[src/rtl/sync_filter_edge.sv]
// Per-channel input conditioner: N-flop synchronizer, consecutive-cycle debounce, registered rise/fall pulses.
// Latency: sync_out SYNC_STAGES cycles, stable_out/pulses SYNC_STAGES+STABLE_CYCLES cycles; no backpressure.
module sync_filter_edge #(
    parameter int               WIDTH         = 1,
    parameter int               SYNC_STAGES   = 2,
    parameter int               STABLE_CYCLES = 4,
    parameter logic [WIDTH-1:0] RESET_VAL     = {WIDTH{1'b0}}
) (
    input  logic             clk,
    input  logic             rst,
    input  logic [WIDTH-1:0] async_in,
    output logic [WIDTH-1:0] sync_out,
    output logic [WIDTH-1:0] stable_out,
    output logic [WIDTH-1:0] rise_pulse,
    output logic [WIDTH-1:0] fall_pulse
);

    localparam int             CW       = $clog2(STABLE_CYCLES + 1);
    localparam logic [CW-1:0]  CNT_LAST = CW'(STABLE_CYCLES - 1);

    // Plain flop chain: only sync_q[0] may sample a metastable value.
    logic [WIDTH-1:0] sync_q [SYNC_STAGES];

    always_ff @(posedge clk) begin
        if (rst) begin
            for (int i = 0; i < SYNC_STAGES; i++) begin
                sync_q[i] <= RESET_VAL;
            end
        end else begin
            sync_q[0] <= async_in;
            for (int i = 1; i < SYNC_STAGES; i++) begin
                sync_q[i] <= sync_q[i-1];
            end
        end
    end

    assign sync_out = sync_q[SYNC_STAGES-1];

    for (genvar c = 0; c < WIDTH; c++) begin : g_ch
        logic [CW-1:0] cnt;
        logic          stable_q;
        logic          rise_q;
        logic          fall_q;

        // Any cycle agreeing with the filtered level discards the run, so only
        // STABLE_CYCLES back-to-back disagreements can flip the level.
        always_ff @(posedge clk) begin
            if (rst) begin
                cnt      <= '0;
                stable_q <= RESET_VAL[c];
                rise_q   <= 1'b0;
                fall_q   <= 1'b0;
            end else begin
                rise_q <= 1'b0;
                fall_q <= 1'b0;
                if (sync_out[c] == stable_q) begin
                    cnt <= '0;
                end else if (cnt == CNT_LAST) begin
                    stable_q <= sync_out[c];
                    cnt      <= '0;
                    rise_q   <= sync_out[c];
                    fall_q   <= ~sync_out[c];
                end else begin
                    cnt <= cnt + 1'b1;
                end
            end
        end

        assign stable_out[c] = stable_q;
        assign rise_pulse[c] = rise_q;
        assign fall_pulse[c] = fall_q;
    end

endmodule

[config.mk]
export PLATFORM = sky130hd
export DESIGN_NAME = sync_filter_edge
export DESIGN_NICKNAME = d
export VERILOG_FILES = /design/src/rtl/sync_filter_edge.sv
export SDC_FILE = /design/constraint.sdc
export NUM_CORES = 1
export LEC_CHECK = 0
export ABC_AREA = 1
export BUFFER_PORTS_ARGS = -buffer_cell sky130_fd_sc_hd__buf_2
export CORE_AREA = 2 2 39 41
export DETAILED_ROUTE_END_ITERATION = 7
export DIE_AREA = 0 0 41 43
export GPL_TIMING_DRIVEN = 0
export SLEW_MARGIN = 25
export SYNTH_ARGS = -nofsm -noshare
export SYNTH_HDL_FRONTEND = slang
export SYNTH_SLANG_ARGS = --single-unit
[constraint.sdc]
create_clock -name clk -period 1.5 [get_ports clk]
set_clock_uncertainty 0.1 [all_clocks]
set_input_delay 0.075 -clock clk [delete_from_list [all_inputs] [get_ports clk]]
set_output_delay 0.075 -clock clk [all_outputs]
set_load 0.02 [all_outputs]
==> results.py <==
metrics = {
    "global_route": {
        "grt_usage_pct": 6.942,
        "antenna_found_initial": 0,
        "grt_max_degree": 6,
        "grt_pass1_vias": 185,
        "grt_pass1_wl_um": 683,
        "grt-ovfl-total": 0,
    },
    "cts": {
        "post_cts_resized": 0,
        "cts.sinks": 8,
        "cts_buffer_depth": 2,
        "cts_tree": "done",
        "clk_pin_slew_ns": 0.05,
        "htree_num_levels": 1,
        "clock-root-buffer": "clkbuf_4",
        "hold_buffers": 2,
        "postCtsSetupBuffers": 0,
        "insertion_delay_ns": 0.25,
        "numCtsBuffers": 3,
    },
    "place": {
        "placed_cell_area_sq_um": 330.3,
        "post-dp-hpwl_um": 291.4,
        "gp_congestion": 0.6544,
        "place_ws_ns": 0.3269,
        "portBuffers": 6,
    },
    "critical_path": {
        "worst_setup_path_end_kind": "register",
        "cp_common_cell": "dlygate4sd3_1",
        "path_max_fanout": 3,
        "critPathBufInv": 3,
        "cp_data_required_time_ns": 1.59,
        "cpLargestDelayFamily": "buffers and inverters",
        "arrival_ns": 1.38,
        "crit_chain": "dlygate4sd3_1, buf_2, nor2_1, dlygate4sd3_1",
        "crit_cells": 4,
        "slowest_stage": "dlygate4sd3_1",
        "critPathLaunchType": "input port",
        "slowest_delay_ns": 0.54,
        "critPathKind": "input port to register",
        "r2r.worst_path.cells": 5,
    },
    "floorplanning": {
        "die_h_um": 43,
        "die-area_sq_um": 1763,
        "fp.dieW_um": 41,
        "core_area_sq_um": 1384,
        "rows": 14,
        "io-pin-count": 7,
        "initial_core_util_pct": 20.25,
    },
    "logic_synthesis": {
        "synthMuxAreaShare_pct": 0,
        "synth-simple-area-share_pct": 19.64,
        "synth_area_leader_cell": "dfxtp_1",
        "synthXorXnorAreaFrac_pct": 0,
        "yosys_register_bits": 8,
        "synth_top_family_by_area": "simple AND/OR/NAND/NOR gates",
        "yosysMostFrequentCell": "dfxtp_1",
        "yosysWarningCount": 0,
        "syn_avg_cell_area_sq_um": 9.041,
        "syn_nets": 36,
        "syn_inst": 31,
        "synthTopCellsByCount": "dfxtp_1, inv_1, nor2_1",
        "synth_adder_area_share_pct": 8.929,
        "ys_types": 11,
        "synth_top_area_share_pct": 57.14,
        "ys_seq_area_share_pct": 57.14,
        "synth_compound_area_share_pct": 3.571,
        "synthTopCellsByArea": "dfxtp_1, inv_1, ha_1",
        "synth-async-reset-ratio_pct": 0,
        "synthFlopType": "dfxtp_1",
        "synth_edf_count": 0,
        "synthesis.area_sq_um": 280.3,
    },
    "power": {
        "peakVddDrop_mv": 0.4277,
        "pwr-share-seq_pct": 55.1,
        "leakagePower_nw": 0.1726,
        "power_density_nw_per_um2": 1062,
        "power_frac_comb_pct": 4.4,
        "clkPwrFrac_pct": 40.5,
        "swShare_pct": 20.09,
        "p_int_uw": 316.3,
        "p_sw_uw": 79.53,
    },
    "routing": {
        "drc_errors": 0,
        "drtIter0Drc": 1,
        "viasPerCell": 3.793,
        "first_pass_iters": 2,
        "wl_per_cell_um": 7.103,
        "ant_nets": 0,
        "vias": 220,
        "wl_um": 412,
    },
    "layout": {
        "drive_above_1_share_pct": 28.57,
        "utilization_pct": 26.94,
        "postLayoutCellArea_sq_um": 372.9,
        "antenna_cells": 0,
        "area_growth_pct": 33.04,
        "fin_nets": 49,
    },
    "timing": {
        "slew_headroom_pct": 89.12,
        "worstMarginPinSlew_ns": 0.1620,
        "hold_viol": 0,
        "rsz0062_at_grt": "no",
        "setup_tns_ns": 0,
        "finalCriticalPeriod_ns": 1.283,
        "setup_ws_ns": 0.2170,
        "setup_viol": 0,
        "period_share_pct": 85.53,
        "clock.fmax_mhz": 779.4,
        "finalMaxSlewViolations": 0,
    },
    "job": {
        "maxCapViolations": 0,
    },
    "min_path": {
        "hold_depth": 2,
        "hp-class": "register to register",
    },
    "status": {
        "status": "complete, no violations",
    },
}
[power groups by stage]
stage | registers, mW | clock network, mW | logic [mW]
floorplan | 0.224 | 0 | 0.00683
global placement | 0.223 | 0 | 0.0128
detailed placement | 0.223 | 0 | 0.0133
CTS | 0.218 | 0.170 | 0.0172
global route | 0.218 | 0.183 | 0.0196
finish | 0.218 | 0.160 | 0.0172
[worst min-delay path: cells and delay by family (launching register included)]
family	cells	cell delay, ns
buf+inv	1	0.04
flops	1	0.29
simple gates	1	0.03
[flip-flops by register name, summed over array words and instances (netlist names)]
name        flops
rise_pulse      1
stable_out      1
sync_q          2
g_ch.cnt        3
fall_pulse      1
[cell type report]
cell class | count | area [sq um]
fill | 144 | 1011
sequential | 8 | 160.2
multi-input combinational | 15 | 90.09
timing repair buffer | 8 | 50.05
inverter | 8 | 30.03
clock buffer | 3 | 22.52
tap | 16 | 20.02
[routing by layer]
| layer | track usage (%) | part of all wire [%] | up-vias |
|---|---|---|---|
| met5 | 0 | 0 | - |
| met2 | 7.813 | 42 | 9 |
| met1 | 5.502 | 40 | 91 |
| met3 | 7.853 | 13 | 4 |
| li1 | - | - | 116 |
| met4 | 8.000 | 4.9 | 0 |
[cells in the final DEF (no fill, tap or decap), types with 2 or more instances in the layout]
| cell | n |
|---|---|
| nor2_1 | 5 |
| ha_1 | 2 |
| dlygate4sd3_1 | 2 |
| clkbuf_4 | 3 |
| nor3_1 | 2 |
| dfxtp_1 | 8 |
| nand2_1 | 2 |
| inv_1 | 7 |
| buf_2 | 6 |
[logic make-up (layout without fill, tap and decap cells)]
family,Yosys count,in the layout
and+or+nand+nor,11,11
DFF,8,8
buffers and inverters,8,19
adders and majority gates,2,2
AOI/OAI and AO/OA,2,2
[stage by stage]
stage	std cells	total power, mW	hold slack [ns]
global placement	53	0.2354	0.1630
CTS	58	0.4049	0.3016
finish	58	0.3958	0.2992
detailed placement	53	0.2359	0.1685
global route	58	0.4204	0.3308
floorplan	31	0.2305	0.04618
[final timing paths]
check | startpoint | end | slack (ns)
worst max-delay path | rst | sync_q[0][0] | 0.22
worst min-delay path | sync_q[0][0] | sync_q[0][1] | 0.30
worst max register to register | g_ch[0].cnt[0] | g_ch[0].cnt[0] | 0.33
worst min register to register | sync_q[0][0] | sync_q[0][1] | 0.30
No activity file was read; power rests on OpenSTA's default activity.
